===== src/rtl/mips_pkg.sv =====
// Shared MIPS datapath definitions: ID/EX control-bit layout, ALUOp and funct
// encodings, and the internal ALU control codes.
package mips_pkg;

   localparam int CB_REGWRITE = 8;
   localparam int CB_MEMTOREG = 7;
   localparam int CB_BRANCH   = 6;
   localparam int CB_MEMREAD  = 5;
   localparam int CB_MEMWRITE = 4;
   localparam int CB_REGDST   = 3;
   localparam int CB_ALUOP_HI = 2;
   localparam int CB_ALUOP_LO = 1;
   localparam int CB_ALUSRC   = 0;

   typedef enum logic [1:0] {
      ALUOP_ADD   = 2'b00,
      ALUOP_SUB   = 2'b01,
      ALUOP_FUNCT = 2'b10,
      ALUOP_NONE  = 2'b11
   } aluop_e;

   localparam logic [5:0] FN_ADD = 6'b100000;
   localparam logic [5:0] FN_SUB = 6'b100010;
   localparam logic [5:0] FN_AND = 6'b100100;
   localparam logic [5:0] FN_OR  = 6'b100101;
   localparam logic [5:0] FN_SLT = 6'b101010;
   localparam logic [5:0] FN_NOR = 6'b100111;

   // ALU_ZERO is an internal code for unsupported operations (result forced to 0).
   typedef enum logic [3:0] {
      ALU_AND  = 4'b0000,
      ALU_OR   = 4'b0001,
      ALU_ADD  = 4'b0010,
      ALU_SUB  = 4'b0110,
      ALU_SLT  = 4'b0111,
      ALU_NOR  = 4'b1100,
      ALU_ZERO = 4'b1111
   } alu_ctrl_e;

endpackage


===== src/rtl/alu_ctrl_alu.sv =====
// Combinational ALU control decode (ALUOp + funct) and the ALU itself.
module alu_ctrl_alu
   import mips_pkg::*;
#(
   parameter int DATA_W = 32
) (
   input  logic [1:0]        alu_op_i,
   input  logic [5:0]        funct_i,
   input  logic [DATA_W-1:0] a_i,
   input  logic [DATA_W-1:0] b_i,
   output logic [DATA_W-1:0] result_o,
   output logic              zero_o
);

   alu_ctrl_e ctrl;

   always_comb begin
      ctrl = ALU_ZERO;
      case (alu_op_i)
         ALUOP_ADD:   ctrl = ALU_ADD;
         ALUOP_SUB:   ctrl = ALU_SUB;
         ALUOP_FUNCT: begin
            case (funct_i)
               FN_ADD:  ctrl = ALU_ADD;
               FN_SUB:  ctrl = ALU_SUB;
               FN_AND:  ctrl = ALU_AND;
               FN_OR:   ctrl = ALU_OR;
               FN_SLT:  ctrl = ALU_SLT;
               FN_NOR:  ctrl = ALU_NOR;
               default: ctrl = ALU_ZERO;
            endcase
         end
         default:     ctrl = ALU_ZERO;
      endcase
   end

   always_comb begin
      result_o = '0;
      case (ctrl)
         ALU_AND: result_o = a_i & b_i;
         ALU_OR:  result_o = a_i | b_i;
         ALU_ADD: result_o = a_i + b_i;
         ALU_SUB: result_o = a_i - b_i;
         ALU_SLT: result_o = {{(DATA_W-1){1'b0}}, ($signed(a_i) < $signed(b_i))};
         ALU_NOR: result_o = ~(a_i | b_i);
         default: result_o = '0;
      endcase
   end

   assign zero_o = (result_o == '0);

endmodule


===== src/rtl/ex_stage.sv =====
// MIPS execute stage: operand/destination muxes, ALU, branch target adder and
// the EX/MEM pipeline register with bubble (flush) and hold (stall) control.
module ex_stage
   import mips_pkg::*;
#(
   parameter int DATA_W = 32,
   parameter int REG_AW = 5
) (
   input  logic              clk,
   input  logic              reset,
   input  logic [8:0]        control_bits_in,
   input  logic [DATA_W-1:0] npc_in,
   input  logic [DATA_W-1:0] read_data_1,
   input  logic [DATA_W-1:0] read_data_2,
   input  logic [DATA_W-1:0] sign_ext,
   input  logic [REG_AW-1:0] rt_in,
   input  logic [REG_AW-1:0] rd_in,
   input  logic              flush,
   input  logic              stall,
   output logic [1:0]        ex_mem_wb,
   output logic [2:0]        ex_mem_m,
   output logic [DATA_W-1:0] ex_mem_branch_target,
   output logic              ex_mem_zero,
   output logic [DATA_W-1:0] ex_mem_alu_result,
   output logic [DATA_W-1:0] ex_mem_write_data,
   output logic [REG_AW-1:0] ex_mem_write_reg,
   output logic              ex_mem_valid
);

   logic [DATA_W-1:0] alu_b;
   logic [REG_AW-1:0] dest;
   logic [DATA_W-1:0] alu_result;
   logic              alu_zero;
   logic [DATA_W-1:0] branch_target;
   logic [1:0]        wb_d;
   logic [2:0]        m_d;

   logic [1:0]        wb_q;
   logic [2:0]        m_q;
   logic [DATA_W-1:0] target_q;
   logic              zero_q;
   logic [DATA_W-1:0] result_q;
   logic [DATA_W-1:0] wdata_q;
   logic [REG_AW-1:0] wreg_q;
   logic              valid_q;

   assign alu_b = control_bits_in[CB_ALUSRC] ? sign_ext : read_data_2;
   assign dest  = control_bits_in[CB_REGDST] ? rd_in : rt_in;
   // Shifting within DATA_W drops the top two immediate bits; the add wraps.
   assign branch_target = npc_in + (sign_ext << 2);
   assign wb_d = {control_bits_in[CB_REGWRITE], control_bits_in[CB_MEMTOREG]};
   assign m_d  = {control_bits_in[CB_BRANCH], control_bits_in[CB_MEMREAD],
                  control_bits_in[CB_MEMWRITE]};

   alu_ctrl_alu #(.DATA_W(DATA_W)) u_alu (
      .alu_op_i (control_bits_in[CB_ALUOP_HI:CB_ALUOP_LO]),
      .funct_i  (sign_ext[5:0]),
      .a_i      (read_data_1),
      .b_i      (alu_b),
      .result_o (alu_result),
      .zero_o   (alu_zero)
   );

   // Flush beats stall: a bubble must land even while MEM asks to hold.
   always_ff @(posedge clk) begin
      if (!reset) begin
         wb_q     <= '0;
         m_q      <= '0;
         target_q <= '0;
         zero_q   <= 1'b0;
         result_q <= '0;
         wdata_q  <= '0;
         wreg_q   <= '0;
         valid_q  <= 1'b0;
      end else if (flush || !stall) begin
         wb_q     <= flush ? 2'b00 : wb_d;
         m_q      <= flush ? 3'b000 : m_d;
         valid_q  <= !flush;
         target_q <= branch_target;
         zero_q   <= alu_zero;
         result_q <= alu_result;
         wdata_q  <= read_data_2;
         wreg_q   <= dest;
      end
   end

   assign ex_mem_wb            = wb_q;
   assign ex_mem_m             = m_q;
   assign ex_mem_branch_target = target_q;
   assign ex_mem_zero          = zero_q;
   assign ex_mem_alu_result    = result_q;
   assign ex_mem_write_data    = wdata_q;
   assign ex_mem_write_reg     = wreg_q;
   assign ex_mem_valid         = valid_q;

endmodule


===== config.mk =====
export PLATFORM = sky130hd
export DESIGN_NAME = ex_stage
export DESIGN_NICKNAME = d
export VERILOG_FILES = /design/src/rtl/mips_pkg.sv /design/src/rtl/alu_ctrl_alu.sv /design/src/rtl/ex_stage.sv
export SDC_FILE = /design/constraint.sdc
export NUM_CORES = 1
export LEC_CHECK = 0
export ABC_AREA = 1
export BUFFER_PORTS_ARGS = -buffer_cell sky130_fd_sc_hd__buf_2
export CAP_MARGIN = 20
export CORE_UTILIZATION = 35
export DETAILED_ROUTE_END_ITERATION = 10
export GPL_TIMING_DRIVEN = 0
export SLEW_MARGIN = 20
export SYNTH_ARGS = -nofsm -noshare
export SYNTH_HDL_FRONTEND = slang
export SYNTH_SLANG_ARGS = --single-unit

===== constraint.sdc =====
create_clock -name clk -period 2.8 [get_ports clk]
set_input_delay 0.14 -clock clk [delete_from_list [all_inputs] [get_ports clk]]
set_output_delay 0.14 -clock clk [all_outputs]
set_load 0.01 [all_outputs]

Yosys cells after proc, flatten, opt, wreduce, memory -nomap -nowiden
Index checks and enable logic that the tools add are counted.
{"block": "totals", "n_memories": 0, "input_bits": 151, "register_bits": 108, "latch_bits": 0, "word_cells": 41, "rom_bits": 0, "out_inout_bits": 108, "ram_bits": 0}
{"block": "classes", "eq_ne": 13, "shifts": 0, "mul": 0, "n_mux": 7, "bitwise_logic": 3, "div_mod_pow": 0, "reduce_logical": 6, "magnitude_cmp": 1, "add_sub_neg": 3}
{"op": "32-bit case mux with 6 select lines", "n": 1}
{"op": "32-bit adder", "n": 2}
{"op": "6-bit == test (second input constant)", "n": 6}
{"op": "32-bit AND", "n": 1}
{"op": "32-bit logical NOT", "n": 1}
{"op": "32-bit < comparator", "n": 1}
{"op": "32-bit two-way mux", "n": 1}
{"op": "32-bit NOT", "n": 1}
{"op": "32-bit OR", "n": 1}
{"op": "32-bit subtractor", "n": 1}
{"op": "4-bit case mux with 6 select lines", "n": 1}
{"op": "4-bit case mux with 3 select lines", "n": 1}
{"op": "4-bit by 3-bit == test with 1-bit output (second input constant)", "n": 2}
{"op": "5-bit two-way mux", "n": 1}
{"op": "4-bit by 1-bit == test with 1-bit output (second input constant)", "n": 1}
{"op": "4-bit by 2-bit == test with 1-bit output (second input constant)", "n": 1}
{"op": "4-bit == test (second input constant)", "n": 1}
{"op": "4-bit logical NOT", "n": 1}
{"op": "3-bit two-way mux", "n": 1}
{"op": "2-bit by 1-bit == test with 1-bit output (second input constant)", "n": 1}
{"op": "2-bit == test (second input constant)", "n": 1}
{"op": "1-bit logical NOT", "n": 2}
{"op": "2-bit logical NOT", "n": 1}
{"op": "2-bit two-way mux", "n": 1}
{"op": "1-bit logical OR", "n": 1}

Depth between registers and ports, before layout
Gate-level depths: netlist of the first run.
{"block": "logic_depth", "ltp_word": 6, "ltp_mapped": 25, "depth_no_buf": 24}

Cells and area by module
A second synthesis of the first run with hierarchy kept.
{"block": "hier_totals", "cells_unflattened": 2470, "area_unflattened_um2": 13477.9}
{"mod": "alu_ctrl_alu", "seq_area_each_um2": 0.0, "n_inst": 1, "cells_per_inst": 1453, "area_each_um2": 7094.3}
{"mod": "ex_stage", "seq_area_each_um2": 2162.1, "n_inst": 1, "cells_per_inst": 1017, "area_each_um2": 6383.6}

Least setup slack after synthesis of the first run
No wires, ideal clock.
{"block": "synth_timing", "path_type": "input -> register", "from": "input control_bits_in[0]", "to": "register zero_q, in the netlist ex_mem_zero", "t_required_ps": 2733, "setup_time_ps": 67, "slack_ps": -137, "path_buffers": 2, "cell_stages": 22, "arrival_time_ps": 2870, "path_cell_list": "clkbuf_1 > clkbuf_1 > nand2_1 > o21ai_0 > inv_1 > ha_1 > fa_1 > nand3_1 > nand3_1 > nand2_1 > nand2_1 > nand2_1 > nand2_1 > a21oi_1 > a21oi_1 > o21ai_1 > nand3_1 > nor2_1 > nand2_1 > nor2_1 > nand2_1 > a21oi_2"}
{"block": "synth_via", "elab_chain_cells": 5, "word_cells_on_any_way": 9, "classes_between": "2 x add/sub; 1 x order compare; 2 x mux; 3 x bitwise; 1 x reduce/logical"}
{"item": "start: declaration", "line_no": "ex_stage.sv:11", "source": "input logic [8:0] control_bits_in,"}
{"item": "32-bit two-way mux (*)", "line_no": "ex_stage.sv:47", "source": "assign alu_b = control_bits_in[CB_ALUSRC] ? sign_ext : read_data_2;"}
{"item": "parallel branches: the longest is 2 deep, another holds 32-bit subtractor"}
{"item": "32-bit case mux with 6 select lines (*)", "line_no": "alu_ctrl_alu.sv:39", "source": "case (ctrl)"}
{"item": "32-bit logical NOT (*)", "line_no": "alu_ctrl_alu.sv:50", "source": "assign zero_o = (result_o == '0);"}
{"item": "end signal: assignment", "line_no": "ex_stage.sv:80", "source": "zero_q <= alu_zero;"}
{"item": "end: declaration", "line_no": "ex_stage.sv:41", "source": "logic zero_q;"}
Every way passes the cells marked *.
A chain may end at the register's enable or synchronous reset.

Worst setup path in the final report of the first run
Same ends and word-level chain as after synthesis.

==> impl_metrics.csv, run 1 <==
group,metric,value,unit
detailed_routing,length_of_the_first_detailed_routing_pass_in_iterations,8,
setup_path,critical_path.startpoint_type,"input pin",
grt,grt_start_max_net_pins,19,
timing,final_report_hold_violation_count,0,
detailed_routing,drc,4,
cells_and_area,finalNonFillerCells,2988,
pwr,cell_internal_pwr,3.53,mW
synthesis,synthesis.yosys.warnings,0,
clocking,worst_skew_pair.late_latency,0.36,ns
place,port-buffer-count,255,
synthesis,number_of_flip_flops_and_latches_in_the_synthesized_netlist,108,
clocking,post_cts_clock_slew_at_the_launch_and_capture_registers_of_the_worst_setup_and_hold_paths,0.08,ns
floorplan,initial_core_util,0.357,
setup_path,cp_top_family,"simple AND/OR/NAND/NOR gates",
setup_path,critical_path_peak_fanout,10,
grt,number_of_global_route_vias_before_repair,14600,
pwr,net_sw_frac,0.444,
timing,max_freq,356,MHz
clocking,htreeDepth,3,
cells_and_area,final_common_cell,"sky130_fd_sc_hd__nand2_1",
grt,globalRouteMet3Util,0.0391,
detailed_routing,first_iter_violations,1275,
floorplan,fp.dieW,193,microns
setup_path,critical_path.most_common_cell,"sky130_fd_sc_hd__nand2_1",
clocking,cts_root_buffer,"sky130_fd_sc_hd__clkbuf_16",
run_status,status,"complete, but fails checks",
cells_and_area,syn_to_final_growth,23.5,%
grt,most_crowded_layer_after_global_routing,"met2",
place,post_dp_hpwl,48500,microns
place,dp_slack,-1.42,ns
worst_hold_path,min-delay-path-class,"in -> reg",
timing,worst_hold_slack,0.0242,ns
place,gpl.final_weighted_congestion,1.02,
timing,final_min_period_over_clock_period,1.00,
pwr,power-per-cell-area,403,nW/um^2
grt,grt_pass1_wl,85400,microns
pwr,power_leakage,9.01,nW
synthesis,yosys-top-cells-area,"sky130_fd_sc_hd__nand2_1 17%, sky130_fd_sc_hd__dfxtp_1 17%, sky130_fd_sc_hd__ha_1 12%",
setup_path,timing.setup.critical_path_class,"in -> reg",
floorplan,core-area,35700,sq um
grt,globalRoute.totalOverflow,0,
floorplan,die_h,193,microns
cells_and_area,most-common-layout-cells,"573 x sky130_fd_sc_hd__nand2_1, 400 x sky130_fd_sc_hd__inv_1, 269 x sky130_fd_sc_hd__buf_2",
timing,relSlewSlack,0.417,
synthesis,synth_largest_type_area_fraction,0.173,
grt,grtUsageTotal,0.308,
grt,gr-usage-met1,0.401,
synthesis,synth_ff_type,"sky130_fd_sc_hd__dfxtp_1",
floorplan,die_area,37200,sq um
place,placed_cells_incl_taps,2970,
setup_path,setup.reg_to_reg.worst_slack,1.95,ns
cells_and_area,layout_nets,2800,
detailed_routing,route.detailed.vias_per_inst,5.18,
synthesis,synth.net_count,2533,
setup_path,worst_path_largest_cell_delay,0.38,ns
timing,grt_setup_unrepaired,"yes",
setup_path,cp_cell_sequence,"clkbuf_8 -> buf_8 -> nand2_1 -> o21ai_4 -> ha_1 -> clkbuf_4 -> inv_1 -> a21oi_1 -> nand2_1 -> a21oi_1 -> nand2_2 -> nand2_1 -> nand2_1 -> nand2_1 -> nand2_1 -> nor2_1 -> nor2_4 -> nand2_1 -> nor2_1 -> nand3_2 -> nor2_1 -> nand2_1 -> a21oi_2",
pwr,seq_power_share,0.278,
detailed_routing,final_antenna_net_count,0,
setup_path,critical_path.slowest_cell,"sky130_fd_sc_hd__nor2_1",
pwr,worst_vdd_rail_ir_drop,0.238,mV
clocking,cts_max_path_buffers,2,
cells_and_area,post_route_cells_drive_above_1_share,0.190,
timing,worst_pin_slew,0.872,ns
synthesis,synth_cells,2254,
setup_path,critical_path_required,3.05,ns
synthesis,synthArstFlopShare,0,
detailed_routing,via_count,15500,
synthesis,post_synthesis_sequential_area_ratio,0.169,
grt,use_met2,0.519,
grt,initial_antenna_violation_count,1,
setup_path,worstSetupEndpointType,"flop",
synthesis,synthesis.area,12800,sq um
pwr,power.switching,2.82,mW
timing,finalMaxSlewViolations,0,
setup_path,arrival,3.06,ns
pwr,power_frac_clock,0.229,
timing,timing.final.crit_period,2.81,ns
run_status,failing_checks,"design-rule violations, negative setup slack",
clocking,numCtsBuffers,9,
timing,setup_slack,-0.00961,ns
synthesis,syn_avg_cell_area,5.66,sq um
clocking,cts_tree,"built",
floorplan,floorplan.rows,69,
floorplan,io-pin-count,259,
synthesis,distinct_cells_synth,50,
timing,timing.clock.skew,0,ns
synthesis,number_of_flops_mapped_to_enable_cells_by_yosys,0,
detailed_routing,avgRoutedWirePerCell,19.3,microns
synthesis,synthDominantAreaCellType,"sky130_fd_sc_hd__nand2_1",
job,drv_cap,0,
clocking,numClockSinks,108,
timing,setup-violations-final,1,
setup_path,critical_path_buf_inv_count,4,
detailed_routing,drt-total-wl,57600,microns
pwr,power_frac_comb,0.493,
==> worst reg2reg max path, stage by stage, from the launching register on <==
cell and delay [ns]:
sky130_fd_sc_hd__dfxtp_1 0.34, sky130_fd_sc_hd__or2_2 0.29, sky130_fd_sc_hd__nand3_1 0.08, sky130_fd_sc_hd__inv_1 0.04
==> layer usage <==
layer  vias up  part of all wire
met1      7208              0.43
met3        75             0.074
met2       616              0.46
met4         2             0.030
li1       7581                 -
met5         -           0.00014
==> per-stage QoR <==
step | TNS (ns) | instance area, sq um | total power [mW] | utilization
global placement | -20.70 | 14600 | 4.60 | 0.409
global route | -0.153 | 15800 | 6.74 | 0.441
finish | -0.00961 | 15800 | 6.35 | 0.441
floorplan | 0 | 12800 | 3.55 | -
detailed placement | -21.71 | 14600 | 4.62 | 0.409
CTS | 0 | 15500 | 6.23 | 0.433
==> final timing paths <==
path / from / endpoint / cells after the start
hold / removal: npc_in[1] / ex_mem_branch_target[1] / 3
setup / recovery: control_bits_in[0] / ex_mem_zero / 23
hold reg to reg: ex_mem_m[2] / ex_mem_m[2] / 2
setup reg to reg: ex_mem_branch_target[31] / ex_mem_branch_target[31] / 3
==> cell families (layout without fill, tap and decap cells) <==
kind of cell,Yosys count,count (layout),synth area share
AO/OA/AOI/OAI,356,356,0.156
XOR/XNOR,33,33,0.0227
adder cells (fa/ha/maj),128,128,0.127
buffers and inverters,491,763,0.149
flip-flops,108,108,0.169
other,0,1,0
AND/OR/NAND/NOR,1138,1138,0.375
==> cell usage after synthesis, types with 2 or more instances <==
master,number
sky130_fd_sc_hd__nand2_1,588
sky130_fd_sc_hd__inv_1,401
sky130_fd_sc_hd__nor2_1,304
sky130_fd_sc_hd__o21ai_0,163
sky130_fd_sc_hd__nand3_1,154
sky130_fd_sc_hd__ha_1,125
sky130_fd_sc_hd__dfxtp_1,108
sky130_fd_sc_hd__a21oi_1,103
sky130_fd_sc_hd__clkbuf_1,50
sky130_fd_sc_hd__o21bai_1,33
sky130_fd_sc_hd__nand4_1,29
sky130_fd_sc_hd__xor2_1,26
sky130_fd_sc_hd__buf_2,23
sky130_fd_sc_hd__nor3_1,17
sky130_fd_sc_hd__o211ai_1,14
sky130_fd_sc_hd__a31oi_1,13
sky130_fd_sc_hd__inv_2,8
sky130_fd_sc_hd__nor2_2,7
sky130_fd_sc_hd__xnor2_1,7
sky130_fd_sc_hd__o22ai_1,6
sky130_fd_sc_hd__nand2_2,5
sky130_fd_sc_hd__a21boi_0,4
sky130_fd_sc_hd__a21o_1,4
sky130_fd_sc_hd__and3_1,4
sky130_fd_sc_hd__nand2_4,4
sky130_fd_sc_hd__nand3_2,4
sky130_fd_sc_hd__nor3b_1,4
sky130_fd_sc_hd__o21ai_1,4
sky130_fd_sc_hd__or2_2,4
sky130_fd_sc_hd__and2_1,3
sky130_fd_sc_hd__buf_6,3
sky130_fd_sc_hd__fa_1,3
sky130_fd_sc_hd__nand3b_1,3
sky130_fd_sc_hd__nor2_4,3
sky130_fd_sc_hd__o221ai_1,3
sky130_fd_sc_hd__a221oi_1,2
sky130_fd_sc_hd__buf_1,2
sky130_fd_sc_hd__buf_4,2
sky130_fd_sc_hd__nand2_8,2
sky130_fd_sc_hd__o21a_1,2
==> layout make-up <==
type / instances / area (sq um)
antenna: 1 / 2.50
inverter: 411 / 1550
timing repair buffer: 267 / 1370
sequential: 108 / 2160
buffer: 69 / 445
clock inverter: 6 / 96.3
tap: 461 / 577
clock buffer: 10 / 239
fill: 4005 / 20000
multi-input combinational: 1655 / 9320
==> repair_timing <==
item / CTS / global route
gates resized for setup: 154 / 68
pin swaps: 9 / 5
endpoints found under the setup margin: 26 / 4
hold buffers: 1 / 0
endpoints found under the hold margin: 1 / 0
buffers inserted: 8 / 3
==> power groups by stage <==
stage / Clock (mW) / Sequential (mW) / Combinational (mW)
final: 1.46 / 1.76 / 3.13
after global routing: 1.54 / 1.78 / 3.43
after CTS: 1.48 / 1.76 / 2.98
after detailed placement: 0 / 1.80 / 2.82
after global placement: 0 / 1.79 / 2.80
after floorplan: 0 / 1.85 / 1.70
(Power assumes the default switching activity.)
==> inputs of run 2 (changes only) <==
--- a/config.mk
+++ b/config.mk
@@ -6,11 +6,13 @@
 export NUM_CORES = 1
 export LEC_CHECK = 0
 export ABC_AREA = 1
+export ABC_CLOCK_PERIOD_IN_PS = 2800
 export BUFFER_PORTS_ARGS = -buffer_cell sky130_fd_sc_hd__buf_2
 export CAP_MARGIN = 20
 export CORE_UTILIZATION = 35
 export DETAILED_ROUTE_END_ITERATION = 10
 export GPL_TIMING_DRIVEN = 0
+export PLACE_DENSITY = 0.59
 export SLEW_MARGIN = 20
 export SYNTH_ARGS = -nofsm -noshare
 export SYNTH_HDL_FRONTEND = slang
==> impl_metrics.csv, run 2 (same netlist as run 1, synthesis figures left out) <==
group,metric,value,unit
run_status,status,"complete, but fails checks",
run_status,failing_checks,"design-rule violations",
grt,number_of_global_route_vias_before_repair,14700,
job,drv_cap,0,
setup_path,regToRegEndpoint,"ex_mem_branch_target[31]",
floorplan,initial_core_util,0.357,
grt,grtUsageTotal,0.311,
clocking,post_cts_clock_slew_at_the_launch_and_capture_registers_of_the_worst_setup_and_hold_paths,0.07,ns
cells_and_area,most-common-layout-cells,"558 x sky130_fd_sc_hd__nand2_1, 396 x sky130_fd_sc_hd__inv_1, 264 x sky130_fd_sc_hd__buf_2",
cells_and_area,final_common_cell,"sky130_fd_sc_hd__nand2_1",
clocking,cts_root_buffer,"sky130_fd_sc_hd__clkbuf_16",
timing,worst_hold_slack,0.0204,ns
setup_path,critical_path_peak_fanout,13,
place,placement.cell_area,14600,sq um
pwr,net_sw_frac,0.452,
floorplan,floorplan.rows,69,
setup_path,critical_path_required,3.10,ns
worst_hold_path,min_delay_worst_endpoint,"ex_mem_wb[1]",
timing,worst_pin_slew,0.810,ns
cells_and_area,layout_nets,2812,
cells_and_area,nFillCells,3985,
timing,timing.final.crit_period,2.76,ns
detailed_routing,final_antenna_net_count,0,
pwr,power_frac_comb,0.510,
timing,setup-violations-final,0,
detailed_routing,first_iter_violations,1138,
timing,timing.clock.skew,0,ns
setup_path,worstSetupEndpointType,"flop",
clocking,htreeDepth,3,
pwr,power_frac_clock,0.216,
timing,final_report_hold_violation_count,0,
setup_path,worst_r2r_path_depth,3,
timing,grt_setup_unrepaired,"yes",
grt,initial_antenna_violation_count,2,
worst_hold_path,min_delay_path_depth,3,
grt,grt_start_max_net_pins,19,
pwr,power_leakage,9.15,nW
timing,max_freq,362,MHz
worst_hold_path,min-delay-path-class,"in -> reg",
timing,final_min_period_over_clock_period,0.986,
setup_path,timing.setup.critical_path_class,"in -> reg",
place,dp_slack,-1.62,ns
detailed_routing,route.detailed.vias_per_inst,5.16,
setup_path,setup.reg_to_reg.worst_slack,1.94,ns
worst_hold_path,hold_path_startpoint,"control_bits_in[8]",
setup_path,critical_path.startpoint_type,"input pin",
cells_and_area,ant_diodes,0,
pwr,cell_internal_pwr,3.51,mW
timing,relSlewSlack,0.458,
grt,globalRoute.totalOverflow,0,
detailed_routing,avgRoutedWirePerCell,19.4,microns
cells_and_area,post_route_cells_drive_above_1_share,0.211,
setup_path,reg_to_reg_start,"ex_mem_branch_target[31]",
clocking,worst_skew_pair.late_latency,0.37,ns
detailed_routing,via_count,15500,
floorplan,die_area,37200,sq um
floorplan,core-area,35700,sq um
pwr,worst_vdd_rail_ir_drop,0.269,mV
pwr,power.switching,2.90,mW
timing,setup_slack,0.0398,ns
clocking,cts_max_path_buffers,2,
floorplan,io-pin-count,259,
clocking,cts_tree,"built",
cells_and_area,final_standard_cell_utilization_of_the_core,0.453,
place,post_dp_hpwl,48800,microns
pwr,design_power_total,6.41,mW
setup_path,arrival,3.06,ns
pwr,power-per-cell-area,396,nW/um^2
detailed_routing,drc,6,
detailed_routing,length_of_the_first_detailed_routing_pass_in_iterations,9,
clocking,numClockSinks,108,
floorplan,fp.dieW,193,microns
cells_and_area,final_design_area_excluding_fillers,16200,sq um
grt,grt_pass1_wl,85600,microns
pwr,seq_power_share,0.275,
place,port-buffer-count,255,
timing,finalMaxSlewViolations,0,
detailed_routing,drt-total-wl,58300,microns
clocking,numCtsBuffers,9,
place,gpl.final_weighted_congestion,0.974,
floorplan,die_h,193,microns
cells_and_area,syn_to_final_growth,26.8,%
run 2: worst max path at each step:
stage / startpoint / end / depth (start not counted)
after global placement: control_bits_in[0] / ex_mem_zero / 19
after detailed placement: control_bits_in[0] / ex_mem_zero / 19
final: control_bits_in[0] / ex_mem_zero / 21
after floorplan: control_bits_in[0] / ex_mem_zero / 21
after CTS: control_bits_in[0] / ex_mem_zero / 23
after global routing: control_bits_in[0] / ex_mem_zero / 24
run 2: through the flow:
stage	instances	setup TNS, ns
6_report	2999	0
5_1_grt	2999	-0.0751
4_1_cts	2985	0
3_5_place_dp	2970	-21.37
3_3_place_gp	2970	-20.39
2_1_floorplan	2254	0
run 2: worst max-delay path, stage by stage:
cell,delay (ns)
sky130_fd_sc_hd__buf_12,0.14
sky130_fd_sc_hd__buf_12,0.15
sky130_fd_sc_hd__nand2_2,0.08
sky130_fd_sc_hd__o21ai_4,0.07
sky130_fd_sc_hd__inv_1,0.08
sky130_fd_sc_hd__ha_1,0.17
sky130_fd_sc_hd__inv_2,0.05
sky130_fd_sc_hd__fa_2,0.42
sky130_fd_sc_hd__nand2_2,0.11
sky130_fd_sc_hd__nand3_4,0.09
sky130_fd_sc_hd__nand2_1,0.09
sky130_fd_sc_hd__nand3_2,0.19
sky130_fd_sc_hd__a31oi_2,0.25
sky130_fd_sc_hd__nand2_1,0.07
sky130_fd_sc_hd__nand3_1,0.20
sky130_fd_sc_hd__nand3_1,0.18
sky130_fd_sc_hd__nor2_1,0.15
sky130_fd_sc_hd__nand2_1,0.06
sky130_fd_sc_hd__nor2_1,0.14
sky130_fd_sc_hd__nand2_2,0.10
sky130_fd_sc_hd__a21oi_2,0.12
run 2: timing repair:
action,4_1_cts,5_1_grt
hold buffers,1,0
resized for setup,180,124
cloned,0,3
endpoints found under the setup margin,27,2
pin swaps,14,22
endpoints found under the hold margin,1,0
setup buffers,9,11
run 2: cell type report:
| type | count | area [sq um] | share of cell area |
|---|---|---|---|
| multi-input cells | 1655 | 9620 | 0.594 |
| inverters | 411 | 1550 | 0.0955 |
| repair buffers | 279 | 1490 | 0.0919 |
| clock inverters | 6 | 70.1 | 0.00433 |
| clock buffers | 10 | 239 | 0.0148 |
| plain buffers | 69 | 483 | 0.0299 |
| flip-flops and latches | 108 | 2160 | 0.134 |
| well taps | 461 | 577 | 0.0357 |
run 2: power by group through the flow:
stage	sequential [mW]	combinational [mW]	clock, mW
6_report	1.76	3.27	1.38
5_1_grt	1.78	3.58	1.45
4_1_cts	1.76	3.04	1.39
3_5_place_dp	1.79	2.83	0
3_3_place_gp	1.79	2.82	0
2_1_floorplan	1.85	1.70	0
run 2: routing by layer:
metal  track usage  routed length (microns)  up-vias
met5             0                       22        -
met4         0.106                     1950        4
met3        0.0555                     4120       95
met2         0.518                    26900      626
met1         0.401                    25300     7144
li1              -                        -     7604
